<file path="config.mk">
export PLATFORM = sky130hd
export DESIGN_NAME = risci_fetch_queue
export DESIGN_NICKNAME = d
export VERILOG_FILES = /design/src/rtl/risci_fetch_queue.sv
export SDC_FILE = /design/constraint.sdc
export NUM_CORES = 1
export LEC_CHECK = 0
export ABC_AREA = 1
export CAP_MARGIN = 20
export CORE_AREA = 4 4 192 241
export DETAILED_ROUTE_END_ITERATION = 6
export DIE_AREA = 0 0 196 245
export PLACE_DENSITY_LB_ADDON = 0.05
export RECOVER_POWER = 25
export SLEW_MARGIN = 20
export SYNTH_ARGS = -nofsm -noshare
export SYNTH_HDL_FRONTEND = slang
export SYNTH_SLANG_ARGS = --single-unit
</file>
<file path="constraint.sdc">
create_clock -name clk -period 5.3 [get_ports clk]
set_clock_uncertainty 0.05 [all_clocks]
set_input_delay 0.53 -clock clk [delete_from_list [all_inputs] [get_ports clk]]
set_output_delay 0.53 -clock clk [all_outputs]
set_load 0.01 [all_outputs]
</file>
<file path="src/rtl/risci_fetch_queue.sv">
// risci_fetch_queue: instruction prefetch unit. Owns the fetch PC, keeps at most
// one read outstanding to instruction memory and buffers returned words with
// their PCs in a small FIFO whose head is offered to decode via valid/ready.
// A redirect flushes the FIFO and restarts fetch; a response still in flight
// at that moment is waited out in DISCARD and dropped.
module risci_fetch_queue #(
   parameter int VLEN  = 64,
   parameter int ILEN  = 32,
   parameter int DEPTH = 4,
   parameter logic [VLEN-1:0] RESET_PC = '0
) (
   input  logic                         clk,
   input  logic                         rst,
   input  logic                         hlt,
   input  logic                         redirect,
   input  logic [VLEN-1:0]              redirect_pc,
   output logic                         mem_req,
   output logic [VLEN-1:0]              mem_addr,
   input  logic                         mem_ack,
   input  logic [ILEN-1:0]              mem_data,
   output logic                         out_valid,
   output logic [ILEN-1:0]              out_instr,
   output logic [VLEN-1:0]              out_pc,
   input  logic                         out_ready,
   output logic [$clog2(DEPTH+1)-1:0]   count
);

   localparam int PW = $clog2(DEPTH);
   localparam int CW = $clog2(DEPTH+1);
   localparam logic [CW-1:0] DEPTH_C = CW'(DEPTH);

   typedef enum logic [1:0] {IDLE, REQ, DISCARD} state_t;

   state_t          state_reg, state_next;
   logic [VLEN-1:0] fetch_pc_reg, fetch_pc_next;
   logic [VLEN-1:0] addr_reg, addr_next;
   logic [PW-1:0]   head_reg, head_next;
   logic [PW-1:0]   tail_reg, tail_next;
   logic [CW-1:0]   count_reg, count_next;
   logic [CW-1:0]   count_ack;
   logic            enq;
   logic            deq;

   logic [ILEN-1:0] instr_mem [DEPTH];
   logic [VLEN-1:0] pc_mem    [DEPTH];

   assign mem_req   = (state_reg != IDLE);
   assign mem_addr  = addr_reg;
   assign count     = count_reg;
   assign out_valid = (count_reg != '0);
   assign out_instr = instr_mem[head_reg];
   assign out_pc    = pc_mem[head_reg];

   // Next-state, fetch PC, request address and FIFO pointer/occupancy update.
   always_comb begin
      state_next    = state_reg;
      fetch_pc_next = fetch_pc_reg;
      addr_next     = addr_reg;
      head_next     = head_reg;
      tail_next     = tail_reg;
      count_next    = count_reg;
      enq           = 1'b0;
      deq           = out_valid && out_ready;
      // occupancy right after an ack lands, used to decide on back-to-back issue
      count_ack     = count_reg + CW'(1) - CW'(deq);

      if (redirect) begin
         // flush wins over everything; low address bits are forced to word alignment
         fetch_pc_next = redirect_pc & ~VLEN'(3);
         head_next     = '0;
         tail_next     = '0;
         count_next    = '0;
         deq           = 1'b0;
         case (state_reg)
            REQ:     state_next = mem_ack ? IDLE : DISCARD;
            DISCARD: state_next = mem_ack ? IDLE : DISCARD;
            default: state_next = IDLE;
         endcase
      end else begin
         case (state_reg)
            IDLE: begin
               // a request is only issued when a FIFO slot is free for its data
               if (!hlt && (count_reg < DEPTH_C)) begin
                  state_next = REQ;
                  addr_next  = fetch_pc_reg;
               end
            end
            REQ: begin
               if (mem_ack) begin
                  enq           = 1'b1;
                  fetch_pc_next = fetch_pc_reg + VLEN'(4);
                  if (!hlt && (count_ack < DEPTH_C)) begin
                     state_next = REQ;
                     addr_next  = fetch_pc_reg + VLEN'(4);
                  end else begin
                     state_next = IDLE;
                  end
               end
            end
            DISCARD: begin
               if (mem_ack) begin
                  state_next = IDLE;
               end
            end
            default: state_next = IDLE;
         endcase
         if (enq) begin
            tail_next = tail_reg + PW'(1);
         end
         if (deq) begin
            head_next = head_reg + PW'(1);
         end
         count_next = count_reg + CW'(enq) - CW'(deq);
      end
   end

   // Control state register with asynchronous reset.
   always_ff @(posedge clk or posedge rst) begin
      if (rst) begin
         state_reg    <= IDLE;
         fetch_pc_reg <= RESET_PC;
         addr_reg     <= RESET_PC;
         head_reg     <= '0;
         tail_reg     <= '0;
         count_reg    <= '0;
      end else begin
         state_reg    <= state_next;
         fetch_pc_reg <= fetch_pc_next;
         addr_reg     <= addr_next;
         head_reg     <= head_next;
         tail_reg     <= tail_next;
         count_reg    <= count_next;
      end
   end

   // FIFO storage: one slot per entry, written with {data, request address} on enqueue.
   genvar gi;
   generate
      for (gi = 0; gi < DEPTH; gi++) begin : g_slot
         // Capture the acknowledged word into this slot when the tail points here.
         always_ff @(posedge clk) begin
            if (enq && (tail_reg == PW'(gi))) begin
               instr_mem[gi] <= mem_data;
               pc_mem[gi]    <= addr_reg;
            end
         end
      end
   endgenerate

endmodule

</file>
# After elaboration in Yosys (flattened, before gate mapping)
# Memory sizes are Yosys's and may differ from the RTL's.
# Index checks and enable logic that the tools add are counted.
# Widths: inputs -> output; s select.
# classes
add_sub_neg	7
n_lt_le_gt_ge	2
eq_ne	11
mux	50
bitwise_logic	1
reduce_logical	27
# op_table
cell	count
$mux 64	9
$reduce_or 64->1	3
$pmux 64 s2	1
$mux 32	3
$reduce_or 32->1	3
$add 64x3->64 const B	1
$mux 2	16
$mux 1	19
$reduce_bool 2->1	6
$ne 3x3->1 const B	3
$logic_and 1x1->1	7
$eq 2x2->1 const B	3
$lt 3x3->1 const B	2
$ne 2x2->1 const B	3
$pmux 2 s3	1
$sub 3x1->3	2
$reduce_and 5->1	1
$add 2x1->2 const B	2
$eq 2x1->1 const B	2
$logic_not 2->1	2
$add 3x1->3	1
$add 3x1->3 const B	1
$mux 3	1
$reduce_and 3->1	1
other kinds (5)	5
# totals
regBits	137
ram_bits	384
out_inout_bits	165
memories	2
# memory_table
memory	words	width	rd	rd_clocked_by_memory_dff	wr	line	source
pc_mem	4	64	1	0	1	45	logic [VLEN-1:0] pc_mem [DEPTH];
instr_mem	4	32	1	0	1	44	logic [ILEN-1:0] instr_mem [DEPTH];

# Depth between registers and ports, before layout
# logic_depth
word_depth	11
depth_mapped	12

# Worst setup path before layout
# Ideal clock, no wire load.
# synth_path
kind	reg2reg
startpoint	reg state_reg[1]
endpoint	mem instr_mem[0][0] (enable)
arrival_ns	5.093
t_required_ns	4.702
path_slack_ns	-0.391
stages_incl_launch_ff	8
n_path_buf	1
period_less_slack_ns	5.691
path_cell_list	dfrtp_1 inv_1 ha_1 nand2_1 nor2_1 inv_1 clkbuf_1 nor2_1
# synth_between
elab_chain_len	11
# synth_rtl
element	line	source
start: declaration	34	state_t state_reg, state_next;
start signal: assignment	127	state_reg <= state_next;
$eq 2x1->1 (*)	80	case (state_reg)
$mux 1 (*)	80	
$mux 1 (*) (2 in series)	67	if (redirect) begin
$logic_and 1x1->1	142	if (enq && (tail_reg == PW'(gi))) begin
$mux 1	142	
$mux 1 (not written as such)	143	instr_mem[gi] <= mem_data;
$reduce_or 32->1 (no source line)	n/a	
$mux 2 (no source line) / $mux 1 (equally long branches) (3 in series)	n/a	
end: declaration	44	
# Every way passes the cells marked *; elsewhere a longest branch is shown, timed or not. The select of a mux whose other input is x is not followed.

# Final worst setup path
# layout_path
startpoint	reg head_reg[1]
endpoint	out out_pc[40]
# layout_between
elab_chain_len	1
# layout_rtl
element	line	source
start: declaration	37	logic [PW-1:0] head_reg, head_next;
start signal: assignment	130	head_reg <= head_next;
$mem_v2 4x64	n/a	
end: declaration	23	output logic [VLEN-1:0] out_pc,
# Every way passes these cells.

==> results_dict.tcl <==
set metrics [dict create \
    switching_share 0.330 \
    grt_pass1_vias 15700 \
    cts-root-buf "clkbuf_16" \
    routedWlPerCell_um 20.7 \
    worst_setup_path_end_kind "output port" \
    largest_reg_flops 248 \
    switchingPower_mw 4.37 \
    drc 0 \
    r2r_end "mem_addr[26]" \
    period_share 0.755 \
    power_frac_seq 0.423 \
    areaGrowthSynthToFinish_pct 22.3 \
    mostFrequentLayoutCell "nand2_1" \
    yosysUniqueCellTypes 36 \
    hold_viol 0 \
    first_pass_iters 5 \
    synth_seq_area_share 0.658 \
    min_from "redirect" \
    post-place-ws_ps 1830 \
    path_buf_inv 3 \
    rows 86 \
    vias 16600 \
    ios 267 \
    nets 2517 \
    path_clk_slew_ps 60 \
    clk_path_buf_depth 3 \
    comb_power_share 0.293 \
    wl_um 62500 \
    hold_depth 2 \
    antenna_left 0 \
    initial_core_util 0.506 \
    gp_congestion 0.930 \
    via_per_inst 5.51 \
    cts_max_level 2 \
    ff_latch_area_um2 14600 \
    drt_iter0_markers 1128 \
    ys_ff_latch 509 \
    antenna_found_initial 0 \
    ff2ff_setup_slack_ps 2090 \
    grt_max_degree 190 \
    postSynth.asyncResetShare 0.261 \
    synth-edff-count 376 \
    p_leak_nw 10.3 \
    grtUsageTotal 0.255 \
    p_int_mw 8.88 \
    multiInputGateArea_um2 6790 \
    synth_area_um2 22200 \
    netlist_instances 2173 \
    p_clk_frac 0.284 \
    ys_warn_count 0 \
    fillCellCount 3598 \
    slew_headroom 0.252 \
    top_regs "pc_mem (248), instr_mem (128)" \
    rsz0062_at_grt "no" \
    synth_top_area_cell "edfxtp_1" \
    tightest_slew_ps 1120 \
    cts_buffers 49 \
    final.setup.worst_slack_ps 1300 \
    ys_top_cells_by_area "edfxtp_1 51%, dfrtp_1 15%, nand2_1 8.8%" \
    io_buffer_count 260 \
    path_class "flip-flop to output port" \
    hold_slack_ps 342 \
    drv_cap 0 \
    core_area_um2 43900 \
    synth_ff_type "edfxtp_1" \
    dp_hpwl_um 41200 \
    top_register "pc_mem" \
    dieWidth_um 196 \
    critPathMaxFanout 51 \
    drive_gt1_frac 0.0655 \
    regToRegStartpoint "state_reg[1]" \
    setup_viol 0 \
    most-common-layout-cells "521 x nand2_1, 376 x edfxtp_1, 310 x nor2_1, 227 x clkdlybuf4s50_1, 226 x o21ai_0" \
    slew_violations 0 \
    reg2reg_depth 11 \
    outcome "complete, no violations" \
    path_depth 5 \
    grt_overflow 0 \
    synth.avg_cell_area_um2 10.2 \
    cts_hold_buf 0 \
    cts_tree "built" \
    grt_pass1_wl_um 95400 \
    critical-path-top-delay-family "buffers and inverters" \
    required_ps 4720 \
    p_per_area_nw_per_um2 487 \
    synth_top_area_frac 0.508 \
    clock-sinks 509 \
    hold_path_end "count[0]" \
    cts_setup_buffers 0 \
    slowest_stage "inv_2" \
    clk_latency_ps 580 \
    clock.fmax_ghz 0.250 \
    worstHoldPathType "input pin to flip-flop" \
    dieArea_um2 48000 \
    crit_arrival_ps 3420 \
    fin_crit_ps 4000 \
    max_stage_delay_ps 820 \
    startpoint_type "flip-flop" \
    vdd_drop_max_uv 842 \
    post_cts_resized 0 \
    die_height_um 245 \
    path_cells "inv_2 > buf_4 > o21ai_0 > o22ai_1 > clkdlybuf4s50_1" \
]
-- final cells by class --
cell class                 instances  share of cell area
sequential                       509               0.538
multi-input combinational       1448               0.250
timing repair buffer             289               0.106
clock buffer                      70              0.0521
tap                              572              0.0263
inverter                         107              0.0150
clock inverter                    21              0.0126
antenna                            2            0.000184
-- cell families (layout without fill, tap and decap cells) --
group	count (synthesis)	in the layout	share of synthesized area
other	1	6	0.000169
xor gates and xnor gates	24	24	0.00979
adders and majority gates	11	11	0.00653
AOI/OAI and AO/OA	437	437	0.109
DFF	509	509	0.658
buffers and inverters	219	487	0.0395
and+or+nand+nor	972	972	0.178
-- power by group through the flow --
stage	Clock (mW)	Sequential, mW	Combinational, mW
finish	3.77	5.61	3.88
global route	4.01	5.69	4.25
CTS	3.84	5.61	3.92
detailed placement	0	5.69	3.90
global placement	0	5.66	3.86
floorplan	0	5.57	1.95
-- Yosys cell counts (all sizes together), types with 4 or more instances --
cell / n
edfxtp: 376
a31oi: 4
clkbuf: 80
xor2: 20
nand2: 535
xnor2: 4
inv: 106
buf: 32
o22ai: 95
dfrtp: 133
nand4: 12
nor2: 332
o21ai: 254
a21oi: 52
nand3: 90
o211ai: 31
ha: 10
-- worst max-delay path by stage --
stage | start | end | slack, ps
6_report | head_reg[1] | out_pc[40] | 1300
5_1_grt | head_reg[1] | out_pc[40] | 1060
4_1_cts | head_reg[1] | out_pc[40] | 1220
3_5_place_dp | head_reg[1] | out_pc[40] | 1830
3_3_place_gp | head_reg[1] | out_pc[40] | 1860
2_1_floorplan | state_reg[1] | instr_mem[0][0] | -390
-- routing by layer --
layer | up-vias | global-route usage | part of all wire
met4 | 0 | 0.0678 | 0.026
li1 | 7930 | - | -
met5 | - | 0 | 0
met2 | 467 | 0.421 | 0.49
met3 | 77 | 0.0309 | 0.050
met1 | 8150 | 0.362 | 0.43
-- worst reg2reg max path, stage by stage (launching register included) --
cell,delay (ps)
dfrtp_1,390
inv_1,100
ha_2,180
buf_4,550
o21ai_1,150
nand2_1,90
nor2_1,60
nand2_4,690
buf_4,530
a21oi_1,80
o21ai_0,150
nand2_1,80
-- metrics by stage --
step	power [mW]	instance area (um2)	TNS [ps]	utilization	instances
6_report	13.3	27200	0	0.619	3018
5_1_grt	14.0	27200	0	0.619	3016
3_5_place_dp	9.59	25400	0	0.579	2925
3_3_place_gp	9.52	25400	0	0.579	2925
2_1_floorplan	7.52	22200	-146940	-	2176
4_1_cts	13.4	27200	0	0.619	3016
No activity file was read; power rests on OpenSTA's default activity.
